`src/rtl/fecha_editor_pkg.sv`:
```
// Shared types and constants for the date-entry stage: FSM states,
// field codes, BCD calendar limits and a state-to-field decode helper.
package fecha_pkg;

  typedef enum logic [2:0] {
    ST_IDLE      = 3'd0,
    ST_EDIT_DIA  = 3'd1,
    ST_EDIT_MES  = 3'd2,
    ST_EDIT_YEAR = 3'd3,
    ST_COMMIT    = 3'd4,
    ST_HOLDOFF   = 3'd5
  } state_e;

  localparam logic [1:0] FIELD_DIA  = 2'd0;
  localparam logic [1:0] FIELD_MES  = 2'd1;
  localparam logic [1:0] FIELD_YEAR = 2'd2;
  localparam logic [1:0] FIELD_NONE = 2'd3;

  localparam logic [7:0] BCD_00 = 8'h00;
  localparam logic [7:0] BCD_01 = 8'h01;
  localparam logic [7:0] BCD_12 = 8'h12;
  localparam logic [7:0] BCD_99 = 8'h99;
  localparam logic [7:0] BCD_28 = 8'h28;
  localparam logic [7:0] BCD_29 = 8'h29;
  localparam logic [7:0] BCD_30 = 8'h30;
  localparam logic [7:0] BCD_31 = 8'h31;

  // Which field a given state is editing (NONE outside the edit states).
  function automatic logic [1:0] field_of(input state_e st);
    logic [1:0] f;
    case (st)
      ST_EDIT_DIA:  f = FIELD_DIA;
      ST_EDIT_MES:  f = FIELD_MES;
      ST_EDIT_YEAR: f = FIELD_YEAR;
      default:      f = FIELD_NONE;
    endcase
    return f;
  endfunction

endpackage

```
`src/rtl/fecha_editor_if.sv`:
```
// Button inputs and committed/display outputs of the date editor.
// master = button/display side, slave = the editor itself.
interface fecha_editor_if;
  logic       btn_edit;
  logic       btn_up;
  logic       btn_down;
  logic       btn_next;
  logic       btn_ok;
  logic       btn_cancel;
  logic [7:0] dia;
  logic [7:0] mes;
  logic [7:0] year;
  logic       chs;
  logic       busy;
  logic       editing;
  logic [1:0] field;
  logic [7:0] edit_val;

  modport master (
    output btn_edit, btn_up, btn_down, btn_next, btn_ok, btn_cancel,
    input  dia, mes, year, chs, busy, editing, field, edit_val
  );

  modport slave (
    input  btn_edit, btn_up, btn_down, btn_next, btn_ok, btn_cancel,
    output dia, mes, year, chs, busy, editing, field, edit_val
  );
endinterface

```
`src/rtl/fecha_editor_bcd_step.sv`:
```
// Combinational BCD increment/decrement of one field with wrap between
// min_i and max_i. Simultaneous up and down leave the value unchanged.
module bcd_step (
  input  logic [7:0] value_i,
  input  logic       up_i,
  input  logic       down_i,
  input  logic [7:0] min_i,
  input  logic [7:0] max_i,
  output logic [7:0] value_o
);

  // Digit-wise BCD +/-1; the wrap compares are valid because BCD orders like binary.
  always_comb begin
    value_o = value_i;
    if (up_i && !down_i) begin
      if (value_i >= max_i) begin
        value_o = min_i;
      end else if (value_i[3:0] == 4'd9) begin
        value_o = {value_i[7:4] + 4'd1, 4'd0};
      end else begin
        value_o = {value_i[7:4], value_i[3:0] + 4'd1};
      end
    end else if (down_i && !up_i) begin
      if (value_i <= min_i) begin
        value_o = max_i;
      end else if (value_i[3:0] == 4'd0) begin
        value_o = {value_i[7:4] - 4'd1, 4'd9};
      end else begin
        value_o = {value_i[7:4], value_i[3:0] - 4'd1};
      end
    end else begin
      value_o = value_i;
    end
  end

endmodule

```
`src/rtl/fecha_editor.sv`:
```
// Date-entry stage: committed BCD day/month/year plus an editable shadow
// copy, button edge detection, calendar limits and a commit strobe with
// holdoff so the downstream RTC writer sees stable values.
module fecha_editor
  import fecha_pkg::*;
#(
  parameter int unsigned HOLDOFF_CYCLES = 170,
  parameter logic [7:0]  RST_DIA        = 8'h01,
  parameter logic [7:0]  RST_MES        = 8'h01,
  parameter logic [7:0]  RST_YEAR       = 8'h16
) (
  input logic        clock,
  input logic        reset,
  fecha_editor_if.slave bus
);

  localparam logic [15:0] HOLD_LOAD = 16'(HOLDOFF_CYCLES - 1);

  // Leap rule on BCD digits: tens even -> units 0/4/8, tens odd -> units 2/6.
  function automatic logic is_leap(input logic [7:0] y);
    logic leap;
    if (y[4] == 1'b0) begin
      leap = (y[3:0] == 4'd0) || (y[3:0] == 4'd4) || (y[3:0] == 4'd8);
    end else begin
      leap = (y[3:0] == 4'd2) || (y[3:0] == 4'd6);
    end
    return leap;
  endfunction

  // Last valid BCD day of month m in year y.
  function automatic logic [7:0] month_len(input logic [7:0] m, input logic [7:0] y);
    logic [7:0] len;
    case (m)
      8'h02:                      len = is_leap(y) ? BCD_29 : BCD_28;
      8'h04, 8'h06, 8'h09, 8'h11: len = BCD_30;
      default:                    len = BCD_31;
    endcase
    return len;
  endfunction

  state_e      state_q, state_d;
  logic [5:0]  btn_q;
  logic [5:0]  btn_s;
  logic [5:0]  pulse_s;
  logic [7:0]  dia_q, mes_q, year_q, dia_d, mes_d, year_d;
  logic [7:0]  s_dia_q, s_mes_q, s_year_q, s_dia_d, s_mes_d, s_year_d;
  logic [15:0] cnt_q, cnt_d;
  logic        chs_q, busy_q, editing_q;
  logic [1:0]  field_q;
  logic [7:0]  edit_val_q;

  logic [1:0]  field_cur_s, field_nxt_s;
  logic [7:0]  sel_val_s, sel_min_s, sel_max_s, step_val_s, edit_val_s;
  logic        step_up_s, step_dn_s;
  logic [7:0]  mes_len_s, year_len_s;

  // Bit order: 0 edit, 1 up, 2 down, 3 next, 4 ok, 5 cancel.
  assign btn_s   = {bus.btn_cancel, bus.btn_ok, bus.btn_next,
                    bus.btn_down, bus.btn_up, bus.btn_edit};
  assign pulse_s = btn_s & ~btn_q;

  // Opposing up/down pulses cancel each other.
  assign step_up_s = pulse_s[1] & ~pulse_s[2];
  assign step_dn_s = pulse_s[2] & ~pulse_s[1];

  assign field_cur_s = field_of(state_q);
  assign field_nxt_s = field_of(state_d);

  // Select the shadow field and its wrap limits for the shared stepper.
  always_comb begin
    sel_val_s = BCD_00;
    sel_min_s = BCD_00;
    sel_max_s = BCD_99;
    case (field_cur_s)
      FIELD_DIA: begin
        sel_val_s = s_dia_q;
        sel_min_s = BCD_01;
        sel_max_s = month_len(s_mes_q, s_year_q);
      end
      FIELD_MES: begin
        sel_val_s = s_mes_q;
        sel_min_s = BCD_01;
        sel_max_s = BCD_12;
      end
      FIELD_YEAR: begin
        sel_val_s = s_year_q;
        sel_min_s = BCD_00;
        sel_max_s = BCD_99;
      end
      default: begin
        sel_val_s = BCD_00;
        sel_min_s = BCD_00;
        sel_max_s = BCD_99;
      end
    endcase
  end

  bcd_step u_step (
    .value_i (sel_val_s),
    .up_i    (step_up_s),
    .down_i  (step_dn_s),
    .min_i   (sel_min_s),
    .max_i   (sel_max_s),
    .value_o (step_val_s)
  );

  // Day limits after a month or year step, used for the same-cycle clamp.
  assign mes_len_s  = month_len(step_val_s, s_year_q);
  assign year_len_s = month_len(s_mes_q, step_val_s);

  // Next state, shadow edits, commit and holdoff countdown.
  // Committed values load on the ok edge so they change together with chs rising.
  always_comb begin
    state_d  = state_q;
    dia_d    = dia_q;
    mes_d    = mes_q;
    year_d   = year_q;
    s_dia_d  = s_dia_q;
    s_mes_d  = s_mes_q;
    s_year_d = s_year_q;
    cnt_d    = cnt_q;
    case (state_q)
      ST_IDLE: begin
        s_dia_d  = dia_q;
        s_mes_d  = mes_q;
        s_year_d = year_q;
        if (pulse_s[0]) begin
          state_d = ST_EDIT_DIA;
        end else begin
          state_d = ST_IDLE;
        end
      end
      ST_EDIT_DIA, ST_EDIT_MES, ST_EDIT_YEAR: begin
        if (pulse_s[5]) begin
          state_d  = ST_IDLE;
          s_dia_d  = dia_q;
          s_mes_d  = mes_q;
          s_year_d = year_q;
        end else if (pulse_s[4]) begin
          state_d = ST_COMMIT;
          dia_d   = s_dia_q;
          mes_d   = s_mes_q;
          year_d  = s_year_q;
        end else if (pulse_s[3]) begin
          case (state_q)
            ST_EDIT_DIA: state_d = ST_EDIT_MES;
            ST_EDIT_MES: state_d = ST_EDIT_YEAR;
            default:     state_d = ST_EDIT_DIA;
          endcase
        end else if (step_up_s || step_dn_s) begin
          case (field_cur_s)
            FIELD_DIA: begin
              s_dia_d = step_val_s;
            end
            FIELD_MES: begin
              s_mes_d = step_val_s;
              if (s_dia_q > mes_len_s) begin
                s_dia_d = mes_len_s;
              end else begin
                s_dia_d = s_dia_q;
              end
            end
            FIELD_YEAR: begin
              s_year_d = step_val_s;
              if (s_dia_q > year_len_s) begin
                s_dia_d = year_len_s;
              end else begin
                s_dia_d = s_dia_q;
              end
            end
            default: begin
              s_dia_d = s_dia_q;
            end
          endcase
        end else begin
          state_d = state_q;
        end
      end
      ST_COMMIT: begin
        state_d = ST_HOLDOFF;
        cnt_d   = HOLD_LOAD;
      end
      ST_HOLDOFF: begin
        if (cnt_q == 16'd0) begin
          state_d = ST_IDLE;
        end else begin
          cnt_d = cnt_q - 16'd1;
        end
      end
      default: begin
        state_d = ST_IDLE;
      end
    endcase
  end

  // Display value of the field selected after this edge.
  always_comb begin
    case (field_nxt_s)
      FIELD_DIA:  edit_val_s = s_dia_d;
      FIELD_MES:  edit_val_s = s_mes_d;
      FIELD_YEAR: edit_val_s = s_year_d;
      default:    edit_val_s = BCD_00;
    endcase
  end

  // State, data and registered output flops; button samples track inputs always.
  always_ff @(posedge clock) begin
    if (reset) begin
      state_q    <= ST_IDLE;
      btn_q      <= 6'b000000;
      dia_q      <= RST_DIA;
      mes_q      <= RST_MES;
      year_q     <= RST_YEAR;
      s_dia_q    <= RST_DIA;
      s_mes_q    <= RST_MES;
      s_year_q   <= RST_YEAR;
      cnt_q      <= 16'd0;
      chs_q      <= 1'b0;
      busy_q     <= 1'b0;
      editing_q  <= 1'b0;
      field_q    <= FIELD_NONE;
      edit_val_q <= BCD_00;
    end else begin
      state_q    <= state_d;
      btn_q      <= btn_s;
      dia_q      <= dia_d;
      mes_q      <= mes_d;
      year_q     <= year_d;
      s_dia_q    <= s_dia_d;
      s_mes_q    <= s_mes_d;
      s_year_q   <= s_year_d;
      cnt_q      <= cnt_d;
      chs_q      <= (state_d == ST_COMMIT);
      busy_q     <= (state_d == ST_COMMIT) || (state_d == ST_HOLDOFF);
      editing_q  <= (field_nxt_s != FIELD_NONE);
      field_q    <= field_nxt_s;
      edit_val_q <= edit_val_s;
    end
  end

  assign bus.dia      = dia_q;
  assign bus.mes      = mes_q;
  assign bus.year     = year_q;
  assign bus.chs      = chs_q;
  assign bus.busy     = busy_q;
  assign bus.editing  = editing_q;
  assign bus.field    = field_q;
  assign bus.edit_val = edit_val_q;

endmodule

```
`src/flat_wrapper.sv`:
```
// flat-port wrapper written by rule: the top's interface ports become plain ports
module fecha_editor_flat import fecha_pkg::*;
#(
  parameter int unsigned HOLDOFF_CYCLES = 170,
  parameter logic [7:0]  RST_DIA        = 8'h01,
  parameter logic [7:0]  RST_MES        = 8'h01,
  parameter logic [7:0]  RST_YEAR       = 8'h16
)
  (clock, reset, bus_btn_edit, bus_btn_up, bus_btn_down, bus_btn_next, bus_btn_ok, bus_btn_cancel, bus_dia, bus_mes, bus_year, bus_chs, bus_busy, bus_editing, bus_field, bus_edit_val);
  fecha_editor_if bus_i ();
  input logic clock;
  input logic reset;
  input wire logic [$bits(bus_i.btn_edit)-1:0] bus_btn_edit;
  input wire logic [$bits(bus_i.btn_up)-1:0] bus_btn_up;
  input wire logic [$bits(bus_i.btn_down)-1:0] bus_btn_down;
  input wire logic [$bits(bus_i.btn_next)-1:0] bus_btn_next;
  input wire logic [$bits(bus_i.btn_ok)-1:0] bus_btn_ok;
  input wire logic [$bits(bus_i.btn_cancel)-1:0] bus_btn_cancel;
  output wire logic [$bits(bus_i.dia)-1:0] bus_dia;
  output wire logic [$bits(bus_i.mes)-1:0] bus_mes;
  output wire logic [$bits(bus_i.year)-1:0] bus_year;
  output wire logic [$bits(bus_i.chs)-1:0] bus_chs;
  output wire logic [$bits(bus_i.busy)-1:0] bus_busy;
  output wire logic [$bits(bus_i.editing)-1:0] bus_editing;
  output wire logic [$bits(bus_i.field)-1:0] bus_field;
  output wire logic [$bits(bus_i.edit_val)-1:0] bus_edit_val;
  assign bus_i.btn_edit = bus_btn_edit;
  assign bus_i.btn_up = bus_btn_up;
  assign bus_i.btn_down = bus_btn_down;
  assign bus_i.btn_next = bus_btn_next;
  assign bus_i.btn_ok = bus_btn_ok;
  assign bus_i.btn_cancel = bus_btn_cancel;
  assign bus_dia = bus_i.dia;
  assign bus_mes = bus_i.mes;
  assign bus_year = bus_i.year;
  assign bus_chs = bus_i.chs;
  assign bus_busy = bus_i.busy;
  assign bus_editing = bus_i.editing;
  assign bus_field = bus_i.field;
  assign bus_edit_val = bus_i.edit_val;
  fecha_editor #(.HOLDOFF_CYCLES(HOLDOFF_CYCLES), .RST_DIA(RST_DIA), .RST_MES(RST_MES), .RST_YEAR(RST_YEAR)) u_core (.clock(clock), .reset(reset), .bus(bus_i));
endmodule
```
`config.mk`:
```
export PLATFORM = sky130hd
export DESIGN_NAME = fecha_editor_flat
export DESIGN_NICKNAME = d
export VERILOG_FILES = /design/src/rtl/fecha_editor_pkg.sv /design/src/rtl/fecha_editor_if.sv /design/src/rtl/fecha_editor_bcd_step.sv /design/src/rtl/fecha_editor.sv /design/src/flat_wrapper.sv
export SDC_FILE = /design/constraint.sdc
export NUM_CORES = 1
export LEC_CHECK = 0
export CORE_MARGIN = 2
export CORE_UTILIZATION = 40
export DETAILED_ROUTE_END_ITERATION = 10
export GPL_ROUTABILITY_DRIVEN = 0
export PLACE_DENSITY = 0.58
export RECOVER_POWER = 25
export SLEW_MARGIN = 20
export SYNTH_ARGS = -nofsm -noshare
export SYNTH_HDL_FRONTEND = slang
export SYNTH_SLANG_ARGS = --single-unit
```
`constraint.sdc`:
```
create_clock -name clock -period 13.9 [get_ports clock]
set_input_delay 1.39 -clock clock [delete_from_list [all_inputs] [get_ports clock]]
set_output_delay 1.39 -clock clock [all_outputs]
set_load 0.02 [all_outputs]
```
==> flow_metrics.py, run 1 <==
metrics = {
    "outcome": {
        "status": "complete, but fails checks",
        "violations": "max-capacitance violations, max-slew violations",
    },
    "floorplan": {
        "die-area_mm2": 0.0142,
        "dieHeight_um": 119,
        "boundaryPins": 45,
        "initial_core_util_pct": 40.6,
        "core_area_mm2": 0.0131,
        "rows": 42,
        "die_w_um": 119,
    },
    "timing": {
        "post-route-period-util_pct": 53.3,
        "setup_viol": 0,
        "finalCriticalPeriod_ns": 7.41,
        "setup_tns_ns": 0,
        "final-hold-violation-count": 0,
        "tightest_slew_ns": 2.91,
        "slew_viol_final": 70,
        "grt_setup_unrepaired": "false",
        "fmax_ghz": 0.135,
        "finClkSkew_ns": 0.00907,
        "relSlewSlack_pct": -93.9,
    },
    "drt": {
        "vias": 5354,
        "routed-wl-met2_mm": 7.96,
        "wl_met3_mm": 1.29,
        "drt_first_iter_violations": 587,
        "wl_met1_mm": 7.52,
        "antenna_left": 0,
        "firstDrtPassIters": 5,
        "wl_mm": 17.5,
        "drc": 0,
        "vias_per_cell": 6.04,
        "detail_route.wl_per_cell_um": 19.7,
        "routed.top_layer": "met4",
    },
    "power_and_ir_drop": {
        "leakage_uw": 0.00234,
        "powerDensity_mw_per_mm2": 99.7,
        "power_uw": 612,
        "peakVddDrop_uv": 73.7,
    },
    "critical_path": {
        "r2r_end": "u_core.bus.edit_val[2]$_SDFF_PP0_",
        "reg2regPathDepth": 25,
        "crit_fanout": 28,
        "cp-end-kind": "flop",
        "r2r-start": "u_core.state_q[0]$_SDFF_PP0_",
        "crit_slowest_cell": "dfxtp_1",
        "crit_family": "simple AND/OR/NAND/NOR gates",
        "cp-start-kind": "flop",
        "required_ns": 14.16,
        "arrival_ns": 7.66,
        "path_depth": 25,
        "crit_start": "u_core.state_q[0]$_SDFF_PP0_",
        "critical-path-max-stage-delay_ns": 0.99,
        "critPathBufInv": 1,
        "worstSetupPathType": "flop to flop",
        "worst-r2r-setup-slack_ns": 6.49,
    },
    "hold_path": {
        "hold_class": "flop to flop",
        "holdPathEnd": "u_core.bus.mes[1]$_SDFFE_PP0P_",
        "min_from": "u_core.bus.mes[1]$_SDFFE_PP0P_",
        "hold_depth": 2,
    },
    "grt": {
        "gr-total-overflow": 0,
        "grt_pass1_wl_mm": 28.0,
        "antenna_found_initial": 0,
        "grt_pass1_vias": 5131,
        "groute.usage.overall_pct": 25.1,
        "grt_max_degree": 70,
    },
    "yosys": {
        "async_flop_share_pct": 0,
        "synth_area_mm2": 0.00532,
        "synth_most_common_cell": "nand2_1",
        "synth_warnings": 0,
        "synthCells": 684,
        "avgSynthCellArea_um2": 7.77,
        "synth_top_area_cell": "dfxtp_1",
        "synth_nets": 710,
        "netlist.area_leader.share_pct": 32.4,
        "ys.flop_type": "dfxtp_1",
        "synth.top_cells.by_area": "dfxtp_1 32%, nand2_1 6.3%, nor2_1 5.8%",
        "synth_seq_cells": 86,
        "yosysSeqAreaShare_pct": 32.4,
        "synth_edf_count": 0,
        "netlist_top_cells_count": "89 x nand2_1, 86 x dfxtp_1, 82 x nor2_1",
        "yosys.cell_types.count": 75,
    },
    "cts": {
        "htree_levels": 3,
        "hold_buffers": 0,
        "postCtsSetupRepairBufs": 0,
        "clock_latency_ns": 0.35,
        "tritoncts": "yes",
        "clock-sinks": 86,
        "clock_path_buffers": 2,
        "numCtsBuffers": 9,
        "cts_resized": 0,
        "root_buffer": "clkbuf_16",
        "clkTransAtPathRegs_ns": 0.07,
    },
    "finish": {
        "diodes": 0,
        "drive_above_1_share_pct": 6.90,
        "fillers": 1300,
        "final_area_mm2": 0.00614,
        "multiInputGateArea_mm2": 0.00331,
        "area_growth_pct": 15.5,
        "seq_area_mm2": 0.00172,
        "nets": 731,
    },
    "place": {
        "port_buffers": 44,
        "place_area_mm2": 0.00584,
        "hpwl_mm": 12.9,
    },
    "flow_run": {
        "cap_violations": 1,
    },
}
cells by family (layout without fill, tap and decap cells):
group	Yosys count	after routing	share of synthesized area, %
flip-flops	86	86	32.4
adder cells (fa/ha/maj)	18	18	4.24
multiplexers	17	17	3.48
AO/OA/AOI/OAI	189	189	25.2
XOR/XNOR	20	20	3.29
buffers and inverters	71	97	5.53
AND/OR/NAND/NOR	283	283	25.9
cells in the final DEF, fill, tap and decap left out, drive strengths merged, types with 9 or more instances in the layout:
master,count
inv,36
xnor2,9
nor2,82
dfxtp,86
a21oi,49
nor4,9
clkdlybuf4s50,19
nand3,9
dlygate4sd3,24
a22o,10
a22oi,22
clkbuf,10
nand2,89
ha,18
nor2b,15
xor2,11
nand2b,15
o21ai,25
mux2,9
nor3,15
routing by layer:
metal,vias to the layer above,track usage (%)
met1,2557,33.4
met5,-,0
met2,240,39.4
met3,52,4.36
li1,2505,-
met4,0,12.0
state kept, by name (all words and copies together), names as in the netlist, 2 cells and up:
name                 count
u_core.bus.edit_val      8
u_core.state_q           3
u_core.bus.year          8
u_core.cnt_q            16
u_core.s_dia_q           8
u_core.s_mes_q           8
u_core.bus.mes           8
u_core.bus.field         2
u_core.bus.dia           8
u_core.btn_q             6
u_core.s_year_q          8
cell type report:
type	count	area share, %
multi-input combinational	527	53.9
sequential	86	28.0
timing repair buffer	48	7.52
clock buffer	9	3.67
tap	176	3.59
inverter	33	2.06
clock inverter	7	1.24
worst max-delay path by stage:
stage,endpoint,slack (ns)
floorplan,u_core.bus.edit_val[4]$_SDFF_PP0_,8.39
global placement,u_core.bus.edit_val[2]$_SDFF_PP0_,6.92
detailed placement,u_core.bus.edit_val[2]$_SDFF_PP0_,6.76
CTS,u_core.bus.edit_val[2]$_SDFF_PP0_,6.70
global route,u_core.bus.edit_val[2]$_SDFF_PP0_,6.04
finish,u_core.bus.edit_val[2]$_SDFF_PP0_,6.49
per-stage QoR:
stage | hold slack [ns] | cells | utilization, % | setup WS [ns]
after detailed placement | 0.471 | 870 | 44.6 | 6.76
after global placement | 0.463 | 870 | 44.6 | 6.92
after floorplan | 0.442 | 684 | - | 8.39
final | 0.479 | 886 | 46.9 | 6.49
after global routing | 0.506 | 886 | 46.9 | 6.04
after CTS | 0.485 | 886 | 46.9 | 6.70
report_power, final:
part | switching [µW] | leakage [µW] | internal (µW)
sequential | 10.8 | 0.000698 | 254
clock | 115 | 0.000148 | 127
combinational | 66.0 | 0.00149 | 38.2
worst register-to-register path, delay by kind of cell (launching register included):
kind / cells / cell delay (ns)
fa+ha+maj: 2 / 0.51
simple gates: 10 / 2.92
compound gates: 12 / 2.74
flops: 1 / 0.99
buf+inv: 1 / 0.18
Power figures use the tool's default switching activity.
==> run 2: changes to the inputs <==
==> constraint.sdc (replaced) <==
create_clock -name clock -period 7.3 [get_ports clock]
set_input_delay 0.73 -clock clock [delete_from_list [all_inputs] [get_ports clock]]
set_output_delay 0.73 -clock clock [all_outputs]
set_load 0.02 [all_outputs]
==> flow_metrics.py, run 2 (synthesis results as in run 1) <==
metrics = {
    "power_and_ir_drop": {
        "peakVddDrop_uv": 119,
        "leakage_uw": 0.00239,
        "powerDensity_mw_per_mm2": 188,
    },
    "drt": {
        "wl_mm": 17.8,
        "detail_route.wl_per_cell_um": 19.9,
        "vias_per_cell": 6.00,
        "vias": 5371,
        "antenna_left": 0,
        "drc": 0,
        "drt_first_iter_violations": 454,
        "firstDrtPassIters": 5,
    },
    "timing": {
        "finClkSkew_ns": 0.0110,
        "post-route-period-util_pct": 94.9,
        "setup_tns_ns": 0,
        "final-hold-violation-count": 0,
        "slew_viol_final": 0,
        "setup_ws_ns": 0.371,
        "setup_viol": 0,
        "tightest_slew_ns": 1.05,
        "grt_setup_unrepaired": "false",
        "finalCriticalPeriod_ns": 6.93,
        "relSlewSlack_pct": 29.2,
        "fmax_ghz": 0.144,
    },
    "floorplan": {
        "core_area_mm2": 0.0131,
        "dieHeight_um": 119,
        "die-area_mm2": 0.0142,
        "rows": 42,
        "boundaryPins": 45,
        "initial_core_util_pct": 40.6,
        "die_w_um": 119,
    },
    "grt": {
        "gr-total-overflow": 0,
        "groute.usage.overall_pct": 26.0,
        "grt_max_degree": 70,
        "antenna_found_initial": 0,
        "grt_pass1_vias": 5152,
        "grt_pass1_wl_mm": 28.8,
    },
    "cts": {
        "tritoncts": "yes",
        "hold_buffers": 0,
        "clock-sinks": 86,
        "htree_levels": 3,
        "clock_path_buffers": 2,
        "numCtsBuffers": 9,
        "postCtsSetupRepairBufs": 0,
        "clkTransAtPathRegs_ns": 0.07,
        "root_buffer": "clkbuf_16",
        "cts_resized": 0,
        "clock_latency_ns": 0.36,
    },
    "finish": {
        "final_area_mm2": 0.00622,
        "area_growth_pct": 17.0,
        "largest_register": "u_core.cnt_q",
        "seq_area_mm2": 0.00172,
        "nets": 740,
        "fillers": 1299,
        "final_common_cell": "nand2_1",
        "layout.cells.non_filler": 895,
        "multiInputGateArea_mm2": 0.00331,
        "diodes": 0,
        "layout_common_cells": "89 x nand2_1, 86 x dfxtp_1, 82 x nor2_1, 48 x a21oi_1, 31 x inv_1",
        "drive_above_1_share_pct": 8.21,
        "largest_register_ffs": 16,
    },
    "place": {
        "hpwl_mm": 13.2,
        "place_ws_ns": 0.637,
        "place_area_mm2": 0.00591,
        "port_buffers": 44,
        "dp_cells": 879,
    },
    "critical_path": {
        "worstSetupPathType": "flop to flop",
        "crit_fanout": 13,
        "required_ns": 7.60,
        "cp-start-kind": "flop",
        "arrival_ns": 7.23,
        "cp-end-kind": "flop",
    },
    "outcome": {
        "status": "complete, no violations",
    },
    "hold_path": {
        "hold_class": "flop to flop",
    },
    "flow_run": {
        "cap_violations": 0,
    },
}
## run 2: cell count changes in the layout (fill, tap and decap cells not counted)
cell	change
buf_4	+10
inv_8	-2
clkbuf_1	-1
clkinv_4	-1
clkinv_8	+1
clkinvlp_4	+1
inv_6	+1
o22ai_2	-1
o22ai_4	+1
## run 2: layout make-up
type | count | area share, %
repair buffers | 57 | 8.57
flip-flops and latches | 86 | 27.7
clock buffers | 9 | 3.62
multi-input cells | 527 | 53.3
inverters | 33 | 2.03
well taps | 176 | 3.54
clock inverters | 7 | 1.25
## run 2: final timing paths
check                                                    endpoint                      startpoint  depth (start not counted)  slack, ns
worst min register to register     u_core.bus.mes[7]$_SDFFE_PP0P_  u_core.bus.mes[7]$_SDFFE_PP0P_                          2       0.48
worst max register to register  u_core.bus.edit_val[2]$_SDFF_PP0_    u_core.state_q[0]$_SDFF_PP0_                         25       0.37
worst min-delay path               u_core.bus.mes[7]$_SDFFE_PP0P_  u_core.bus.mes[7]$_SDFFE_PP0P_                          2       0.48
worst max-delay path            u_core.bus.edit_val[2]$_SDFF_PP0_    u_core.state_q[0]$_SDFF_PP0_                         25       0.37
## run 2: layer usage
metal  vias up  track usage [%]  part of all wire (%)  wire (µm)
met5         -                0                     0          0
met3        60             5.84                   6.3       1120
li1       2529                -                     -          -
met2       211             41.7                    47       8420
met4         0             13.2                   4.3        764
met1      2571             32.8                    42       7540
## run 2: critical path, cell delays in order, from the launching register on
cell and delay, ns:
dfxtp_1 0.50, buf_4 0.26, nor2b_1 0.14, buf_4 0.18, a32oi_1 0.53, inv_1 0.19, ha_1 0.24, a21oi_1 0.20
o211ai_1 0.13, a211oi_1 0.44, nand2b_1 0.27, o31ai_1 0.94, nor4_1 0.17, o31ai_2 0.32, ha_1 0.20, or3b_2 0.44
a21o_1 0.18, a21oi_1 0.12, o21ai_0 0.16, nand2b_1 0.19, a21oi_1 0.29, nor2b_1 0.09, o21ai_0 0.28, a21oi_1 0.15
a2bb2oi_1 0.17, nor2_1 0.08
## run 2: power breakdown
part	internal (µW)	leakage (µW)	switching, µW
Clock	241	0.000144	213
Sequential	485	0.000698	18.7
Combinational	76.3	0.00155	132
## run 2: stage by stage
step                      hold WS (ns)  util, %  power, µW
final                            0.476     47.5       1170
after CTS                        0.483     47.5       1180
after detailed placement         0.466     45.2        719
after global placement           0.466     45.2        715
after global routing             0.509     47.5       1220
after floorplan                  0.442        -        653
